$ cat src/rtl/gshare_branch_predictor_pkg.sv
// Shared encodings and helpers for the gshare branch predictor.
package bp_pkg;

   // 2-bit saturating counter encodings
   localparam logic [1:0] SNT       = 2'b00;
   localparam logic [1:0] WNT       = 2'b01;
   localparam logic [1:0] WT        = 2'b10;
   localparam logic [1:0] ST        = 2'b11;
   localparam logic [1:0] CNT_RESET = WT;

   // Next counter value after an outcome; saturates at SNT and ST.
   function automatic logic [1:0] sat_update(input logic [1:0] cnt, input logic taken);
      logic [1:0] nxt;
      if (taken) nxt = (cnt == ST)  ? ST  : cnt + 2'd1;
      else       nxt = (cnt == SNT) ? SNT : cnt - 2'd1;
      return nxt;
   endfunction

   // PHT index from PC[pht_w+1:2], optionally XORed with the zero-extended
   // history. The caller truncates the result to pht_w bits.
   function automatic logic [31:0] pht_index(input logic [31:0] pc, input logic [31:0] hist,
                                             input logic gshare_en, input int pht_w);
      logic [31:0] mask;
      logic [31:0] pcb;
      mask = (32'd1 << pht_w) - 32'd1;
      pcb  = (pc >> 2) & mask;
      return gshare_en ? (pcb ^ (hist & mask)) : pcb;
   endfunction

endpackage

$ cat src/rtl/gshare_branch_predictor_btb.sv
// Direct-mapped tagged BTB. Registered read port; the read sees the array
// contents from before a same-edge write.
module bp_btb #(
   parameter int BTB_WIDTH = 4,
   parameter int TAG_WIDTH = 8
) (
   input  logic        clk_in,
   input  logic        rst_in,
   input  logic        rd_en,
   input  logic [31:0] rd_pc,
   output logic        rd_hit,
   output logic [31:0] rd_target,
   input  logic        wr_en,
   input  logic [31:0] wr_pc,
   input  logic [31:0] wr_target
);

   localparam int ENTRIES = 1 << BTB_WIDTH;

   logic                 valid_q  [ENTRIES];
   logic [TAG_WIDTH-1:0] tag_q    [ENTRIES];
   logic [31:0]          target_q [ENTRIES];

   logic [BTB_WIDTH-1:0] ridx, widx;
   logic [TAG_WIDTH-1:0] rtag, wtag;
   logic                 hit_c;

   assign ridx  = rd_pc[BTB_WIDTH+1:2];
   assign widx  = wr_pc[BTB_WIDTH+1:2];
   assign rtag  = rd_pc[BTB_WIDTH+TAG_WIDTH+1:BTB_WIDTH+2];
   assign wtag  = wr_pc[BTB_WIDTH+TAG_WIDTH+1:BTB_WIDTH+2];
   assign hit_c = valid_q[ridx] && (tag_q[ridx] == rtag);

   // Valid bits: cleared on reset, set by a write
   always_ff @(posedge clk_in) begin
      if (rst_in) begin
         for (int i = 0; i < ENTRIES; i++) valid_q[i] <= 1'b0;
      end else if (wr_en) begin
         valid_q[widx] <= 1'b1;
      end
   end

   // Tag and target storage; contents are qualified by the valid bit
   always_ff @(posedge clk_in) begin
      if (wr_en) begin
         tag_q[widx]    <= wtag;
         target_q[widx] <= wr_target;
      end
   end

   // Registered read; target forced to 0 on a miss, outputs hold when idle
   always_ff @(posedge clk_in) begin
      if (rst_in) begin
         rd_hit    <= 1'b0;
         rd_target <= 32'd0;
      end else if (rd_en) begin
         rd_hit    <= hit_c;
         rd_target <= hit_c ? target_q[ridx] : 32'd0;
      end
   end

endmodule

$ cat src/rtl/gshare_branch_predictor.sv
// Gshare/bimodal direction predictor with a tagged BTB. Queried by IF,
// trained at commit; the GHR only ever holds committed outcomes.
module gshare_branch_predictor
   import bp_pkg::*;
#(
   parameter int PHT_WIDTH = 6,
   parameter int HIST_LEN  = 6,   // 1..PHT_WIDTH
   parameter int GSHARE_EN = 1,
   parameter int BTB_WIDTH = 4,
   parameter int TAG_WIDTH = 8
) (
   input  logic                clk_in,
   input  logic                rst_in,
   input  logic                rdy_in,
   input  logic                query_en,
   input  logic [31:0]         query_PC,
   output logic                result_out_en,
   output logic                result_out,
   output logic                result_target_hit,
   output logic [31:0]         result_target,
   output logic [HIST_LEN-1:0] result_hist,
   input  logic                update_en,
   input  logic [31:0]         update_PC,
   input  logic [HIST_LEN-1:0] update_hist,
   input  logic                update_result,
   input  logic [31:0]         update_target
);

   localparam int PHT_ENTRIES = 1 << PHT_WIDTH;

   logic [1:0]           pht [PHT_ENTRIES];
   logic [HIST_LEN-1:0]  ghr, ghr_next;
   logic [PHT_WIDTH-1:0] qidx, uidx;
   logic                 q_fire, u_fire;

   assign q_fire = query_en  & rdy_in;
   assign u_fire = update_en & rdy_in;

   // Update uses the history snapshot that produced the prediction, not the
   // current GHR, so training hits the same entry the query read.
   assign qidx = PHT_WIDTH'(pht_index(query_PC,  32'(ghr),         GSHARE_EN != 0, PHT_WIDTH));
   assign uidx = PHT_WIDTH'(pht_index(update_PC, 32'(update_hist), GSHARE_EN != 0, PHT_WIDTH));

   generate
      if (HIST_LEN == 1) begin : g_hist1
         assign ghr_next = update_result;
      end else begin : g_histn
         assign ghr_next = {ghr[HIST_LEN-2:0], update_result};
      end
   endgenerate

   // PHT training: saturating counter step at the committed index
   always_ff @(posedge clk_in) begin
      if (rst_in) begin
         for (int i = 0; i < PHT_ENTRIES; i++) pht[i] <= CNT_RESET;
      end else if (u_fire) begin
         pht[uidx] <= sat_update(pht[uidx], update_result);
      end
   end

   // Committed global history
   always_ff @(posedge clk_in) begin
      if (rst_in)      ghr <= '0;
      else if (u_fire) ghr <= ghr_next;
   end

   // Direction response; reads pre-update state on a same-edge update
   always_ff @(posedge clk_in) begin
      if (rst_in) begin
         result_out_en <= 1'b0;
         result_out    <= 1'b0;
         result_hist   <= '0;
      end else if (rdy_in) begin
         result_out_en <= query_en;
         if (query_en) begin
            result_out  <= pht[qidx][1];
            result_hist <= ghr;
         end
      end
   end

   bp_btb #(
      .BTB_WIDTH (BTB_WIDTH),
      .TAG_WIDTH (TAG_WIDTH)
   ) u_btb (
      .clk_in    (clk_in),
      .rst_in    (rst_in),
      .rd_en     (q_fire),
      .rd_pc     (query_PC),
      .rd_hit    (result_target_hit),
      .rd_target (result_target),
      .wr_en     (u_fire & update_result),
      .wr_pc     (update_PC),
      .wr_target (update_target)
   );

endmodule
$ cat config.mk
export PLATFORM = sky130hd
export DESIGN_NAME = gshare_branch_predictor
export DESIGN_NICKNAME = d
export VERILOG_FILES = /design/src/rtl/gshare_branch_predictor_pkg.sv /design/src/rtl/gshare_branch_predictor_btb.sv /design/src/rtl/gshare_branch_predictor.sv
export SDC_FILE = /design/constraint.sdc
export NUM_CORES = 1
export LEC_CHECK = 0
export CAP_MARGIN = 15
export CORE_ASPECT_RATIO = 0.9
export CORE_MARGIN = 4
export CORE_UTILIZATION = 25
export CTS_CLUSTER_DIAMETER = 80
export CTS_CLUSTER_SIZE = 30
export DETAILED_ROUTE_END_ITERATION = 10
export PLACE_DENSITY = 0.42
export SLEW_MARGIN = 40
export SYNTH_ARGS = -nofsm -noshare
export SYNTH_HDL_FRONTEND = slang
export SYNTH_SLANG_ARGS = --single-unit
export TNS_END_PERCENT = 30
$ cat constraint.sdc
create_clock -name clk_in -period 14.9 [get_ports clk_in]
set_input_delay 2.98 -clock clk_in [delete_from_list [all_inputs] [get_ports clk_in]]
set_output_delay 2.98 -clock clk_in [all_outputs]
set_load 0.01 [all_outputs]
==> flow_metrics.env <==
export IMPL_path_clk_slew_ps=110
export IMPL_post_route_util=0.287
export IMPL_avgSynthCellArea_um2=18.4
export IMPL_synthFlopType="sky130_fd_sc_hd__edfxtp_1"
export IMPL_critical_path_startpoint_type="input pin"
export IMPL_criticalPathCategory="in2reg"
export IMPL_vias=17019
export IMPL_asyncSetResetFlopFracSynth=0
export IMPL_post_syn_area_um2=33200
export IMPL_dp_hpwl_mm=48.4
export IMPL_finalWorstPathRequiredPeriod_ps=7110
export IMPL_outcome="finished clean"
export IMPL_ys_warnings_count=0
export IMPL_slew_headroom=0.454
export IMPL_final_period_utilization=0.477
export IMPL_maxCapViolations=0
export IMPL_hold_buffers=0
export IMPL_die_height_um=353
export IMPL_post_cts_resize_count=0
export IMPL_drt_vias_per_instance=4.67
export IMPL_report_final_hold_viol_count=0
export IMPL_core_area_um2=131000
export IMPL_rsz_0062_raised_after_global_routing="no"
export IMPL_post_synth_fa_ha_maj_area_fraction=0.000642
export IMPL_boundaryPins=149
export IMPL_filler_cell_count=13039
export IMPL_routedWlPerCell_um=24.2
export IMPL_share_of_the_synthesized_area_in_the_top_cell_type=0.696
export IMPL_ir_drop_worst_vdd_uv=68.5
export IMPL_netlist_top_cells_area="sky130_fd_sc_hd__edfxtp_1, sky130_fd_sc_hd__mux4_2, sky130_fd_sc_hd__dfxtp_1"
export IMPL_yosys_mux_area_fraction=0.150
export IMPL_maximum_number_of_pins_on_one_net_before_global_route_repair=84
export IMPL_critPathCaptureType="register"
export IMPL_synth_cells=1802
export IMPL_dieArea_um2=139000
export IMPL_cts_setup_buffers=0
export IMPL_synth_top_family_by_area="multiplexers"
export IMPL_place_area_um2=36400
export IMPL_skew_ps=44.8
export IMPL_grt_pass1_wl_mm=127
export IMPL_postRouteWirelength_mm=88.2
export IMPL_worst_ep_arrival_time_ps=7450
export IMPL_power_density_nw_per_um2=112
export IMPL_max_freq_mhz=141
export IMPL_setup_tns_final_ps=0
export IMPL_synth_edff_count=768
export IMPL_finalInstanceArea_um2=37800
export IMPL_final_nets=1992
export IMPL_drt_pass1_iterations=5
export IMPL_yosys_cell_types_count=41
export IMPL_synth_sequential_area_ratio=0.734
export IMPL_antenna_found_initial=7
export IMPL_worst_skew_pair_late_latency_ps=630
export IMPL_drt_initial_drc_count=1470
export IMPL_grt_overflow=0
export IMPL_setup_slack_ps=7790
export IMPL_tritoncts_buffer_count=40
export IMPL_final_weighted_congestion_in_routability_driven_placement=0.761
export IMPL_root_buffer="sky130_fd_sc_hd__clkbuf_16"
export IMPL_min_path_type="reg2reg"
export IMPL_clock_sink_count=831
export IMPL_placementRows=126
export IMPL_cp_required_ps=15240
export IMPL_power_leakage_nw=11.2
export IMPL_initial_utilization=0.252
export IMPL_post_synth_xor_area_fraction=0.00713
export IMPL_tritoncts="built"
export IMPL_placement_setup_worst_slack_ps=6960
export IMPL_mappedNetlistNets=1910
export IMPL_gr_usage_all_layers=0.125
export IMPL_yosys_area_share_simple=0.0593
export IMPL_yosys_area_top_type="sky130_fd_sc_hd__edfxtp_1"
export IMPL_setup_violations=0
export IMPL_ant_nets=0
export IMPL_clock_path_buffers=3
export IMPL_numPortBuffers=108
export IMPL_area_delta_synth_final_pct=13.9
export IMPL_htree_num_levels=2
export IMPL_yosys_register_bits=831
export IMPL_post_route_drc_violation_count=0
export IMPL_die_width_um=392
export IMPL_grt_pass1_vias=17846
export IMPL_critical_path_peak_fanout=40
export IMPL_synth_compound_area_share=0.0280
export IMPL_post_route_cells_drive_above_1_share=0.199
export IMPL_max_slew_worst_pin_slew_ps=818
export IMPL_final_max_slew_viol_count=0
==> placed cells by master (no fill, tap or decap), types with 5 or more instances in the layout <==
| cell | netlist | final |
|---|---|---|
| sky130_fd_sc_hd__nor3_1 | 14 | 9 |
| sky130_fd_sc_hd__mux4_2 | 218 | 218 |
| sky130_fd_sc_hd__inv_1 | 33 | 33 |
| sky130_fd_sc_hd__diode_2 | 0 | 5 |
| sky130_fd_sc_hd__nor3_2 | 3 | 7 |
| sky130_fd_sc_hd__nor2_1 | 134 | 115 |
| sky130_fd_sc_hd__xnor2_1 | 10 | 10 |
| sky130_fd_sc_hd__clkdlybuf4s50_1 | 0 | 102 |
| sky130_fd_sc_hd__o221ai_1 | 11 | 11 |
| sky130_fd_sc_hd__clkbuf_1 | 64 | 8 |
| sky130_fd_sc_hd__inv_6 | 0 | 7 |
| sky130_fd_sc_hd__edfxtp_1 | 768 | 768 |
| sky130_fd_sc_hd__buf_4 | 7 | 33 |
| sky130_fd_sc_hd__nand2b_1 | 59 | 59 |
| sky130_fd_sc_hd__mux2i_1 | 7 | 7 |
| sky130_fd_sc_hd__o22a_1 | 11 | 11 |
| sky130_fd_sc_hd__xor2_1 | 17 | 16 |
| sky130_fd_sc_hd__or2_2 | 10 | 10 |
| sky130_fd_sc_hd__dfxtp_1 | 63 | 63 |
| sky130_fd_sc_hd__a21oi_1 | 19 | 19 |
| sky130_fd_sc_hd__nand3_2 | 4 | 7 |
| sky130_fd_sc_hd__buf_6 | 13 | 13 |
| sky130_fd_sc_hd__o21ai_0 | 33 | 33 |
| sky130_fd_sc_hd__nand3_1 | 68 | 65 |
| sky130_fd_sc_hd__nand2_1 | 126 | 126 |
| sky130_fd_sc_hd__clkbuf_16 | 0 | 40 |
| sky130_fd_sc_hd__o31ai_1 | 10 | 10 |
| sky130_fd_sc_hd__nor2_4 | 0 | 16 |
| sky130_fd_sc_hd__o22ai_1 | 40 | 40 |
==> state kept, by name, summed over array words and instances, names as in the netlist <==
register / cells
ghr: 6
result_out: 1
u_btb.tag_q: 128
u_btb.rd_target: 32
u_btb.valid_q: 16
result_hist: 6
u_btb.rd_hit: 1
pht: 128
u_btb.target_q: 512
result_out_en: 1
==> routing by layer <==
metal	track usage	routed length, um	up-vias
met5	0.0112	233	-
li1	-	-	7309
met1	0.173	39500	9193
met2	0.210	42900	436
met4	0.0213	1370	4
met3	0.0205	4110	77
==> logic make-up (layout without fill, tap and decap cells) <==
logic type | count (synthesis) | count (layout)
muxes | 225 | 225
xor gates and xnor gates | 27 | 27
DFF | 831 | 831
AOI/OAI and AO/OA | 141 | 141
other | 0 | 5
adders and majority gates | 2 | 2
and+or+nand+nor | 430 | 430
buffers and inverters | 146 | 259
==> final cells by class <==
| class | instances | area, um^2 | area share |
|---|---|---|---|
| Multi-Input combinational cell | 825 | 8320 | 0.220 |
| Antenna cell | 5 | 12.5 | 0.000331 |
| Clock buffer | 48 | 1030 | 0.0273 |
| Clock inverter | 25 | 315 | 0.00835 |
| Tap cell | 1728 | 2160 | 0.0573 |
| Inverter | 33 | 124 | 0.00328 |
| Sequential cell | 831 | 24300 | 0.644 |
| Timing Repair Buffer | 153 | 1470 | 0.0389 |
==> path summary, 6_finish.rpt <==
kind	to	cells after the start	slack (ps)	from
setup / recovery	pht[31][0]$_SDFFCE_PN0P_	10	7790	update_PC[2]
hold / removal	u_btb.rd_hit$_SDFFE_PP0P_	2	450	u_btb.rd_hit$_SDFFE_PP0P_
setup reg to reg	pht[31][0]$_SDFFCE_PN0P_	7	11530	pht[25][0]$_SDFFCE_PN0P_
hold reg to reg	u_btb.rd_hit$_SDFFE_PP0P_	2	450	u_btb.rd_hit$_SDFFE_PP0P_
==> Yosys cell counts (11+ instances only) <==
cell and count:
sky130_fd_sc_hd__o22a_1 11, sky130_fd_sc_hd__clkbuf_1 64, sky130_fd_sc_hd__mux4_2 218, sky130_fd_sc_hd__o22ai_1 40, sky130_fd_sc_hd__nor3_1 14, sky130_fd_sc_hd__nand2b_1 59
sky130_fd_sc_hd__a21oi_1 19, sky130_fd_sc_hd__xor2_1 17, sky130_fd_sc_hd__buf_2 17, sky130_fd_sc_hd__nor2_1 134, sky130_fd_sc_hd__nand3_1 68, sky130_fd_sc_hd__buf_1 12
sky130_fd_sc_hd__dfxtp_1 63, sky130_fd_sc_hd__edfxtp_1 768, sky130_fd_sc_hd__inv_1 33, sky130_fd_sc_hd__buf_6 13, sky130_fd_sc_hd__nand2_1 126, sky130_fd_sc_hd__o221ai_1 11
sky130_fd_sc_hd__o21ai_0 33
==> metrics by stage <==
step	power, W	instances	hold slack [ps]
floorplan	0.00280	1802	435
global route	0.00438	3645	488
CTS	0.00427	3643	449
global placement	0.00291	3568	429
detailed placement	0.00292	3570	434
finish	0.00421	3648	449
==> where the power goes <==
part / switching, W / leakage, nW / total (W) / internal, W
logic: 0.000185 / 3.20 / 0.000292 / 0.000107
clock network: 0.000799 / 0.652 / 0.00136 / 0.000557
registers: 0.00000524 / 7.36 / 0.00257 / 0.00256
==> critical path, cell delays in order <==
cell                              delay, ps
sky130_fd_sc_hd__clkdlybuf4s50_1        780
sky130_fd_sc_hd__xnor2_1                280
sky130_fd_sc_hd__nand3_2                520
sky130_fd_sc_hd__o22ai_1                230
sky130_fd_sc_hd__o41ai_1                720
sky130_fd_sc_hd__nand4_1                320
sky130_fd_sc_hd__nor3_1                 280
sky130_fd_sc_hd__maj3_2                 630
sky130_fd_sc_hd__buf_4                  560
sky130_fd_sc_hd__nor3_1                 110
(Power assumes the default switching activity.)
